`src/rtl/pc_unit_pkg.sv`:
```
// Shared types, ISA constants and BTB helpers for the next-PC unit.
// ISA__* macros fall back to RV32I values when the build does not provide them.
`ifndef ISA__XLEN
`define ISA__XLEN 32
`endif
`ifndef ISA__OPCODE_WIDTH
`define ISA__OPCODE_WIDTH 7
`endif
`ifndef ISA__FUNCT3_WIDTH
`define ISA__FUNCT3_WIDTH 3
`endif
`ifndef ISA__INST_SIZE
`define ISA__INST_SIZE 4
`endif
`ifndef ISA__INST_LOAD_SIZE
`define ISA__INST_LOAD_SIZE 2
`endif

package pc_unit_pkg;

    localparam int XLEN       = `ISA__XLEN;
    localparam int OPC_W      = `ISA__OPCODE_WIDTH;
    localparam int F3_W       = `ISA__FUNCT3_WIDTH;
    localparam int INST_SIZE  = `ISA__INST_SIZE;
    localparam int ALIGN_BITS = `ISA__INST_LOAD_SIZE;

    localparam logic [OPC_W-1:0] OPC_BRANCH = OPC_W'(7'b1100011);
    localparam logic [OPC_W-1:0] OPC_JAL    = OPC_W'(7'b1101111);
    localparam logic [OPC_W-1:0] OPC_JALR   = OPC_W'(7'b1100111);

    localparam logic [F3_W-1:0] F3_BEQ  = F3_W'(3'b000);
    localparam logic [F3_W-1:0] F3_BNE  = F3_W'(3'b001);
    localparam logic [F3_W-1:0] F3_BLT  = F3_W'(3'b100);
    localparam logic [F3_W-1:0] F3_BGE  = F3_W'(3'b101);
    localparam logic [F3_W-1:0] F3_BLTU = F3_W'(3'b110);
    localparam logic [F3_W-1:0] F3_BGEU = F3_W'(3'b111);

    localparam logic [1:0] CTR_SNT = 2'b00;
    localparam logic [1:0] CTR_WNT = 2'b01;
    localparam logic [1:0] CTR_WT  = 2'b10;
    localparam logic [1:0] CTR_ST  = 2'b11;

    // Tag and target are held at full XLEN; unused upper tag bits stay zero.
    typedef struct packed {
        logic            valid;
        logic [XLEN-1:0] tag;
        logic [XLEN-1:0] target;
        logic [1:0]      ctr;
        logic            jump;
    } btb_entry_t;

    function automatic int idx_bits(input int depth);
        return $clog2(depth);
    endfunction

    function automatic int tag_bits(input int depth, input int width);
        return width - $clog2(depth) - 2;
    endfunction

    function automatic logic [1:0] ctr_inc(input logic [1:0] c);
        return (c == CTR_ST) ? CTR_ST : c + 2'd1;
    endfunction

    function automatic logic [1:0] ctr_dec(input logic [1:0] c);
        return (c == CTR_SNT) ? CTR_SNT : c - 2'd1;
    endfunction

endpackage

```
`src/rtl/pc_unit_btb.sv`:
```
// Direct-mapped branch target buffer with 2-bit counters: one prediction read
// port on the fetch PC and one read-modify-write update port from resolve.
module pc_unit_btb
    import pc_unit_pkg::*;
#(
    parameter int Width    = XLEN,
    parameter int BtbDepth = 16
) (
    input  logic             clk,
    input  logic             rst_n,
    input  logic [Width-1:0] rd_pc,
    output logic             rd_taken,
    output logic [Width-1:0] rd_target,
    input  logic             upd_en,
    input  logic             upd_jump,
    input  logic             upd_taken,
    input  logic [Width-1:0] upd_pc,
    input  logic [Width-1:0] upd_target
);

    localparam int IdxW   = idx_bits(BtbDepth);
    localparam int TagLsb = IdxW + 2;

    btb_entry_t mem [BtbDepth];

    function automatic logic [XLEN-1:0] tag_of(input logic [Width-1:0] pc);
        return XLEN'(pc >> TagLsb);
    endfunction

    logic [IdxW-1:0] rd_idx;
    logic [IdxW-1:0] up_idx;
    btb_entry_t      rd_e;
    btb_entry_t      up_e;
    logic            rd_hit;
    logic            up_hit;
    logic            wr_en;
    btb_entry_t      wr_e;

    assign rd_idx = rd_pc[TagLsb-1:2];
    assign up_idx = upd_pc[TagLsb-1:2];
    assign rd_e   = mem[rd_idx];
    assign up_e   = mem[up_idx];

    assign rd_hit    = rd_e.valid && (rd_e.tag == tag_of(rd_pc));
    assign rd_taken  = rd_hit && (rd_e.jump || rd_e.ctr[1]);
    assign rd_target = rd_taken ? Width'(rd_e.target) : rd_pc + Width'(INST_SIZE);

    assign up_hit = up_e.valid && (up_e.tag == tag_of(upd_pc));

    // NOTE: every always_comb output gets a default first so no path infers a latch.
    always_comb begin
        wr_en = 1'b0;
        wr_e  = up_e;
        if (upd_en) begin
            if (upd_jump) begin
                wr_en = 1'b1;
                wr_e  = '{valid: 1'b1, tag: tag_of(upd_pc), target: XLEN'(upd_target),
                          ctr: CTR_ST, jump: 1'b1};
            end else if (up_hit) begin
                wr_en    = 1'b1;
                wr_e.ctr = upd_taken ? ctr_inc(up_e.ctr) : ctr_dec(up_e.ctr);
                if (upd_taken) begin
                    wr_e.target = XLEN'(upd_target);
                end
            end else if (upd_taken) begin
                wr_en = 1'b1;
                wr_e  = '{valid: 1'b1, tag: tag_of(upd_pc), target: XLEN'(upd_target),
                          ctr: CTR_WT, jump: 1'b0};
            end
        end
    end

    // NOTE: the array is reset entry-by-entry (not a RAM macro) because a reset
    // must clear every valid bit and counter at once, discarding any pending write.
    always_ff @(posedge clk or negedge rst_n) begin
        if (!rst_n) begin
            for (int i = 0; i < BtbDepth; i++) begin
                mem[i] <= '{valid: 1'b0, tag: '0, target: '0, ctr: CTR_WNT, jump: 1'b0};
            end
        end else if (wr_en) begin
            mem[up_idx] <= wr_e;
        end
    end

endmodule

```
`src/rtl/pc_unit.sv`:
```
// Next-PC unit: fetch PC register, BTB prediction and branch/JAL/JALR resolve.
// Optional performance counters are built when PC_UNIT_PERF_EN is defined.
module pc_unit
    import pc_unit_pkg::*;
#(
    parameter int               Width       = XLEN,
    parameter logic [Width-1:0] ResetVector = '0,
    parameter int               BtbDepth    = 16
) (
    input  logic             clk,
    input  logic             rst_n,
    input  logic             fetch_ready,
    output logic [Width-1:0] fetch_pc,
    output logic             fetch_pred_taken,
    output logic [Width-1:0] fetch_pred_target,
    input  logic             res_valid,
    input  logic [Width-1:0] res_pc,
    input  logic [Width-1:0] res_a,
    input  logic [Width-1:0] res_b,
    input  logic [Width-1:0] res_imm,
    input  logic [OPC_W-1:0] res_opcode,
    input  logic [F3_W-1:0]  res_f3,
    input  logic [Width-1:0] res_pred_target,
    output logic             redirect,
    output logic [Width-1:0] redirect_pc,
    output logic             ialign,
    input  logic             trap_valid,
    input  logic [Width-1:0] trap_pc
`ifdef PC_UNIT_PERF_EN
    ,
    output logic [31:0]      perf_branches,
    output logic [31:0]      perf_mispredicts
`endif
);

    logic [Width-1:0] pc_q;
    logic             is_branch;
    logic             is_jal;
    logic             is_jalr;
    logic             is_cf;
    logic             br_taken;
    logic             lt_s;
    logic             lt_u;
    logic [Width-1:0] actual_next;
    logic [Width-1:0] jalr_sum;

    assign is_branch = (res_opcode == OPC_BRANCH);
    assign is_jal    = (res_opcode == OPC_JAL);
    assign is_jalr   = (res_opcode == OPC_JALR);
    assign is_cf     = is_branch || is_jal || is_jalr;

    assign lt_s = $signed(res_a) < $signed(res_b);
    assign lt_u = res_a < res_b;

    always_comb begin
        br_taken = 1'b0;
        case (res_f3)
            F3_BEQ:  br_taken = (res_a == res_b);
            F3_BNE:  br_taken = (res_a != res_b);
            F3_BLT:  br_taken = lt_s;
            F3_BGE:  br_taken = !lt_s;
            F3_BLTU: br_taken = lt_u;
            F3_BGEU: br_taken = !lt_u;
            default: br_taken = 1'b0;
        endcase
    end

    assign jalr_sum = res_a + res_imm;

    always_comb begin
        actual_next = res_pc + Width'(INST_SIZE);
        if (is_jalr) begin
            actual_next = {jalr_sum[Width-1:1], 1'b0};
        end else if (is_jal || (is_branch && br_taken)) begin
            actual_next = res_pc + res_imm;
        end
    end

    // A misaligned target suppresses redirect and BTB training; the trap follows later.
    assign ialign      = res_valid && (|actual_next[ALIGN_BITS-1:0]);
    assign redirect    = res_valid && !ialign && (actual_next != res_pred_target);
    assign redirect_pc = actual_next;

    pc_unit_btb #(
        .Width    (Width),
        .BtbDepth (BtbDepth)
    ) u_btb (
        .clk        (clk),
        .rst_n      (rst_n),
        .rd_pc      (pc_q),
        .rd_taken   (fetch_pred_taken),
        .rd_target  (fetch_pred_target),
        .upd_en     (res_valid && !ialign && is_cf),
        .upd_jump   (is_jal || is_jalr),
        .upd_taken  (br_taken),
        .upd_pc     (res_pc),
        .upd_target (actual_next)
    );

    // NOTE: sequential state uses non-blocking assignments so all registers
    // sample pre-edge values regardless of statement order.
    always_ff @(posedge clk or negedge rst_n) begin
        if (!rst_n) begin
            pc_q <= ResetVector;
        end else if (trap_valid) begin
            pc_q <= trap_pc;
        end else if (redirect) begin
            pc_q <= actual_next;
        end else if (fetch_ready) begin
            pc_q <= fetch_pred_target;
        end
    end

    assign fetch_pc = pc_q;

`ifdef PC_UNIT_PERF_EN
    always_ff @(posedge clk or negedge rst_n) begin
        if (!rst_n) begin
            perf_branches    <= '0;
            perf_mispredicts <= '0;
        end else begin
            if (res_valid && is_cf) begin
                perf_branches <= perf_branches + 32'd1;
            end
            if (redirect) begin
                perf_mispredicts <= perf_mispredicts + 32'd1;
            end
        end
    end
`endif

endmodule

```
`config.mk`:
```
export PLATFORM = sky130hd
export DESIGN_NAME = pc_unit
export DESIGN_NICKNAME = d
export VERILOG_FILES = /design/src/rtl/pc_unit_pkg.sv /design/src/rtl/pc_unit_btb.sv /design/src/rtl/pc_unit.sv
export SDC_FILE = /design/constraint.sdc
export NUM_CORES = 2
export LEC_CHECK = 0
export CORE_MARGIN = 10
export CORE_UTILIZATION = 52
export CTS_CLUSTER_DIAMETER = 30
export CTS_CLUSTER_SIZE = 12
export DETAILED_ROUTE_END_ITERATION = 10
export PLACE_DENSITY = 0.7
export SYNTH_ARGS = -nofsm -noshare
export SYNTH_HDL_FRONTEND = slang
export SYNTH_HIERARCHICAL = 1
export SYNTH_SLANG_ARGS = --single-unit
```
`constraint.sdc`:
```
create_clock -name clk -period 6.1 [get_ports clk]
set_input_delay 1.22 -clock clk [delete_from_list [all_inputs] [get_ports clk]]
set_output_delay 1.22 -clock clk [all_outputs]
set_load 0.02 [all_outputs]
```
; Word-level counts from Yosys, hierarchy flattened
; Cells that the tools add are included.
[totals]
register_bits = 1120
latch_bits = 0
ramBits = 0
rom_bits = 0
inputBits = 207
output_inout_bits = 99
wordCells = 159
memories = 0
[classes]
addsub = 6
n_mul = 0
div_mod_pow = 0
magnitude_cmp = 5
n_eq_ne = 14
shifts = 0
n_mux = 30
bitwise_logic = 2
reduce_logical = 21
[ops]
columns = cell, n
row1 = $bwmux 1088, 1
row2 = $bmux 68 s4, 2
row3 = $mux 68, 8
row4 = $demux 68 s4, 1
row5 = $mux 32, 7
row6 = $add 32x3->32 const B, 2
row7 = $add 32x32->32, 2
row8 = $eq 32x26->1, 2
row9 = $lt 32x32->1, 2
row10 = $ne 32x32->1, 2
row11 = $mux 34, 1
row12 = $mux 33, 1
row13 = $eq 32x32->1, 1
row14 = $eq 7x7->1 const B, 3
row15 = $eq 3x3->1 const B, 4
row16 = $ge 5x5->1 const B, 2
row17 = $not 4->5, 2
row18 = $logic_and 1x1->1, 9
row19 = $mux 2, 3
row20 = $pmux 1 s6, 1
row21 = $logic_or 1x1->1, 5
row22 = $lt 5x1->1 const B, 1
row23 = $mux 1, 5
row24 = $eq 3x1->1 const B, 1
row25 = 8 further kinds, 10

; Depth between registers and ports, before layout
[logic_depth]
ltp_word = 14
depth_mapped = 24

; Modules after synthesis
; The synthesis kept the hierarchy.
[by_module_without_submodules]
columns = module, instances, cells_each, area_each_um2, seq_area_each_um2
row1 = pc_unit_btb, 1, 3870, 58578.7, 27246.1
row2 = pc_unit, 1, 1130, 8388.0, 800.8

; Least setup slack after synthesis
; OpenSTA, ideal clock, no wires.
[synth_timing]
path_kind = input-to-reg
start = input port res_b[31]
end = register u_btb/mem[1011] (netlist bit)
arrival_ns = 6.156
setup_slack_ns = -0.180
cell_stages = 23
cell_sequence = inv_1 -> ha_1 -> nand4_2 -> nor3_1 -> a221o_1 -> or3_4 -> o2111ai_2 -> o211ai_4 -> nor2_4 -> buf_6 -> mux2i_2 -> a21oi_1 -> nor2_1 -> nand2_1 -> clkbuf_1 -> a21oi_1 -> clkbuf_1 -> o21ai_1 -> a41oi_4 -> buf_2 -> mux2_2 -> clkbuf_1 -> mux2_2
[synth_via]
elab_chain_cells = 14
[synth_lines]
columns = item, line
row1 = "start, declared", pc_unit.sv:19  ; input logic [Width-1:0] res_b,
row2 = "$lt 32x32->1, on equally long branches", "pc_unit.sv:53, pc_unit.sv:52"
row3 = "$logic_not 1->1, on equally long branches", "pc_unit.sv:63, pc_unit.sv:61"
row4 = $pmux 1 s6 (*), pc_unit.sv:57  ; case (res_f3)
row5 = $logic_and 1x1->1 (*), pc_unit.sv:74  ; end else if (is_jal || (is_branch && br_taken)) begin
row6 = $logic_or 1x1->1 (*), pc_unit.sv:74
row7 = $mux 32 (*), pc_unit.sv:74
row8 = $mux 32 (*), pc_unit.sv:72  ; if (is_jalr) begin
row9 = net redirect_pc[1], pc_unit.sv:25  ; output logic [Width-1:0] redirect_pc,
row10 = $reduce_or 2->1 (*), pc_unit.sv:80  ; assign ialign = res_valid && (|actual_next[ALIGN_BITS-1:0]);
row11 = $logic_and 1x1->1 (*), pc_unit.sv:80
row12 = $logic_not 1->1 (*), pc_unit.sv:93  ; .upd_en (res_valid && !ialign && is_cf),
row13 = $logic_and 1x1->1 (*) (2 in a row), pc_unit.sv:93
row14 = $mux 68, pc_unit_btb.sv:54  ; if (upd_en) begin
row15 = $bwmux 1088, pc_unit_btb.sv:81  ; mem[up_idx] <= wr_e;
row16 = "end signal, assigned by index", pc_unit_btb.sv:78  ; mem[i] <= '{valid: 1'b0, tag: '0, target: '0, ctr: CTR_WNT, jump: 1'b0};
row17 = "end signal, assigned by index", pc_unit_btb.sv:81
row18 = "end, declared", pc_unit_btb.sv:24  ; btb_entry_t mem [BtbDepth];
; Mark *: on every way through the listed nets, which the timed path passes. The rest lies on a longest branch.
; A chain may end at the register's enable or synchronous reset.

; Worst setup path in the final report
[layout_timing]
start = input port res_b[24]
end = output port redirect
[layout_via]
elab_chain_cells = 12
[layout_lines]
columns = item, line
row1 = "$lt 32x32->1, on equally long branches", "pc_unit.sv:53, pc_unit.sv:52"
row2 = "$logic_not 1->1, on equally long branches", "pc_unit.sv:63, pc_unit.sv:61"
row3 = $pmux 1 s6 (*), pc_unit.sv:57
row4 = $logic_and 1x1->1 (*), pc_unit.sv:74
row5 = $logic_or 1x1->1 (*), pc_unit.sv:74
row6 = $mux 32 (*), pc_unit.sv:74
row7 = $mux 32 (*), pc_unit.sv:72
row8 = branches (longest 4 deep; another with $ne 32x32->1), n/a
row9 = $logic_and 1x1->1 (*), pc_unit.sv:81  ; assign redirect = res_valid && !ialign && (actual_next != res_pred_target);
row10 = "end, declared", pc_unit.sv:24  ; output logic redirect,
; Mark *: on every way between the ends.

==> summary.md <==
| Metric | Value |
|---|---|
| Area contributors post-synth | dfrtp_1 (41%), mux4_2 (18%), mux2_2 (17%), mux2i_1 (2.1%), ha_1 (1.8%) |
| Unrepaired setup endpoints after global routing | yes |
| Core Area | between 100000 and 150000 sq um |
| Top cell type's share of synthesized area | 0.413 |
| Worst slew margin | 0.183 |
| Post-synth cell types | 105 |
| Vias | 52400 |
| I/O pin total | 306 |
| Worst slew pin tran | 1.22 ns |
| Final net count | 6354 |
| Sequential area share after synthesis | 0.419 |
| Final HPWL DP | around 170000 um |
| Die Area | 144000 sq um |
| Commonest non-fill, non-tap cells in the layout | dfrtp_1 (1100), mux2_2 (986), buf_4 (733), mux4_2 (549), clkbuf_16 (244) |
| Synth Warn # | 6 |
| Clk pwr share | 0.568 |
| Final ANT Viol Nets | 0 |
| DP Cell Count | 7382 |
| Async set-reset flop share out of synthesis | 1.00 |
| Min Clock Period, post-route | around 6.5 ns |
| Final wirelength | 252000 um |
| Setup CP Type | input port to primary output |
| Final Hold Fails | 0 |
| Number of synthesized flops with an enable pin | 0 |
| Mapped Cells | 5000 |
| Final Skew | 0.101 ns |
| WHS | 0.464 ns |
| Pwr/cell area | around 280 nW/um^2 |
| Fmax | approximately 150 MHz |
| Register clock-pin slew on the reported worst setup and hold paths | about 0.05 ns |
| Layout cells sized above 1 | 0.519 |
| Global-route wire length before repair | around 370000 um |
| Worst Setup Slack, final | -0.430 ns |
| WP data arrival | 5.31 ns |
| Syn_nets | 5304 |
| Synth-to-Final Area Change | 33.4% |
| WL/cell | 31.8 um |
| Final period utilization | 1.07 |
| Clk buf depth | 3 |
| VDD IR max | about 320 uV |
| Non-filler cells, final | 7936 |
| Root buf cell | clkbuf_16 |
| Die X | between 300 and 400 um |
| Placed cell area | slightly below 80000 sq um |
| CP Data Required Time | 4.88 ns |
| Initial core utilization | 0.524 |
| CP max FO | 5 |
| Setup violations, final | 10 |
| CP endpoint kind | primary output |
| Number of global-route vias before repair | 54500 |
| Total grt overflow | 0 |
| Antenna violations before repair | 14 |
| Cell Int Power | 0.0184 W |
| Reg area | 28100 sq um |
| Seq pwr share | 0.306 |
| H-tree level count | 4 |
| Max-cap check violation count | 0 |
| Startpoint class of the critical path | input port |
| Port Buffers | 305 |
| Net Switching | 0.00650 W |
| Switching share of power | 0.261 |
| Post-Syn Area | 67000 sq um |
| FP Rows | about 130 |
| DRT Pass-1 Iters | 7 |
| DR DRC count | 0 |
| CTS Buf Count | 240 |
| Failing checks | setup timing |
| Initial DRC count | around 5700 |
| Combinational share of power | 0.127 |
| Run status | finished with violations |
| Largest net degree at the start of global routing | about 180 |
| Ys flop type | dfrtp_1 |
| CTS tree | done |
| Avg Cell Area, Syn | around 13 sq um |
| GR Util All Layers | 0.345 |
| Max-slew violations | 0 |
| Setup TNS | -0.929 ns |
| GPL Wtd Cong | 1.00 |
| Via/cell ratio | 6.60 |
| FILL cells | between 8000 and 9000 |
| Area leader, netlist | dfrtp_1 |
| Most common cell after layout, fill and taps aside | dfrtp_1 |
| Hold Crit Class | input port to async pin |
| Fin area | 89300 sq um |
| Die Span Y | 379 um |
| Multi-input gate area in the final layout | 38100 sq um |
| Cell leakage power | 41.0 nW |
| #FFs+latches synth | 1120 |
| Clock latency on the worst-skew pair | ~0.87 ns |
| Clock sinks | 1120 |
[logic make-up (layout without fill, tap and decap cells)]
family,after synthesis,count (layout),share of synthesized area
mux,1718,1718,0.379
fa+ha+maj,98,98,0.0185
other cells,0,12,0
flops,1120,1120,0.419
xor+xnor,180,180,0.0235
simple gates,839,839,0.0679
buf+inv,496,1758,0.0347
compound gates,549,549,0.0580
[per-stage QoR]
| step | utilization | worst slack, ns | total power (W) |
|---|---|---|---|
| 2_1_floorplan | - | 0.0703 | 0.00902 |
| 3_3_place_gp | 0.610 | -1.49 | 0.0106 |
| 3_5_place_dp | 0.610 | -1.50 | 0.0106 |
| 4_1_cts | 0.690 | -0.569 | 0.0248 |
| 5_1_grt | 0.699 | -0.548 | 0.0255 |
| 6_report | 0.700 | -0.430 | 0.0249 |
[synthesized netlist by cell type (52+ instances only)]
cell	count
dfrtp_1	1104
mux2_2	1006
mux4_2	549
nand2_1	242
clkbuf_1	161
mux2i_1	143
buf_2	139
nor2_1	119
xnor2_1	117
nor2b_1	115
a21oi_1	101
inv_1	98
o21ai_0	96
ha_1	95
xor2_1	63
nand3_1	55
nor3_1	53
buf_4	52
[metal layers]
layer | global-route usage | vias up | part of all wire | wire length, um
met4 | 0.175 | 10 | 0.056 | 14100
met3 | 0.109 | 707 | 0.11 | 27100
li1 | - | 21400 | - | -
met5 | 0 | - | 0.00027 | 69
met1 | 0.448 | 27200 | 0.38 | 96500
met2 | 0.520 | 3016 | 0.45 | 114000
[timing repair]
item	in CTS	in global routing
gates resized for setup	450	217
setup buffers	35	49
hold buffers	0	0
pin swaps	86	98
gates cloned	4	4
setup endpoints to repair	1114	668
[final timing paths]
check                                            from  cells after the start  slack (ns)                         end
max                                         res_b[24]                     21       -0.43                    redirect
min                                             rst_n                      1        0.46  u_btb/mem[311]$_DFFE_PN0P_
max reg2reg                   fetch_pc[2]$_DFFE_PN0P_                     18        1.26     fetch_pc[8]$_DFFE_PN0P_
min reg2reg                u_btb/mem[469]$_DFFE_PN0P_                      1        0.50  u_btb/mem[469]$_DFFE_PN0P_
max in group asynchronous                       rst_n                      2        4.16  u_btb/mem[292]$_DFFE_PN0P_
min in group clk           u_btb/mem[469]$_DFFE_PN0P_                      1        0.50  u_btb/mem[469]$_DFFE_PN0P_
[worst max-delay path: stages]
cell,delay (ns)
dlygate4sd2_1,0.21
inv_2,0.05
ha_1,0.28
nand4_1,0.16
nor3_2,0.07
a221o_1,0.38
or3_4,0.41
o211a_4,0.28
buf_12,0.13
buf_6,0.10
o21a_1,0.21
buf_6,0.13
nand2_8,0.07
buf_6,0.10
a31oi_2,0.08
a2111o_1,0.42
a2111o_1,0.41
nand4bb_4,0.24
nand2_4,0.15
inv_6,0.06
buf_6,0.13
[power by group through the flow]
| stage | combinational, W | sequential [W] | clock (W) |
|---|---|---|---|
| floorplan | 0.00136 | 0.00766 | 0 |
| global placement | 0.00284 | 0.00774 | 0 |
| detailed placement | 0.00284 | 0.00774 | 0 |
| CTS | 0.00298 | 0.00761 | 0.0142 |
| global route | 0.00330 | 0.00760 | 0.0146 |
| finish | 0.00315 | 0.00761 | 0.0141 |
[layout make-up]
class                           count  share of cell area
Multi-Input combinational cell   3384               0.427
Clock buffer                      300              0.0740
Inverter                          100             0.00433
Clock inverter                    154              0.0265
Tap cell                         1662              0.0233
Sequential cell                  1120               0.314
Timing Repair Buffer             1204               0.131
Antenna cell                       12            0.000336
[sequential cells by signal, indices dropped and copies added (netlist names)]
signal     cells
fetch_pc      32
u_btb/mem   1088
Note: power is estimated with default switching activity, not from simulation.
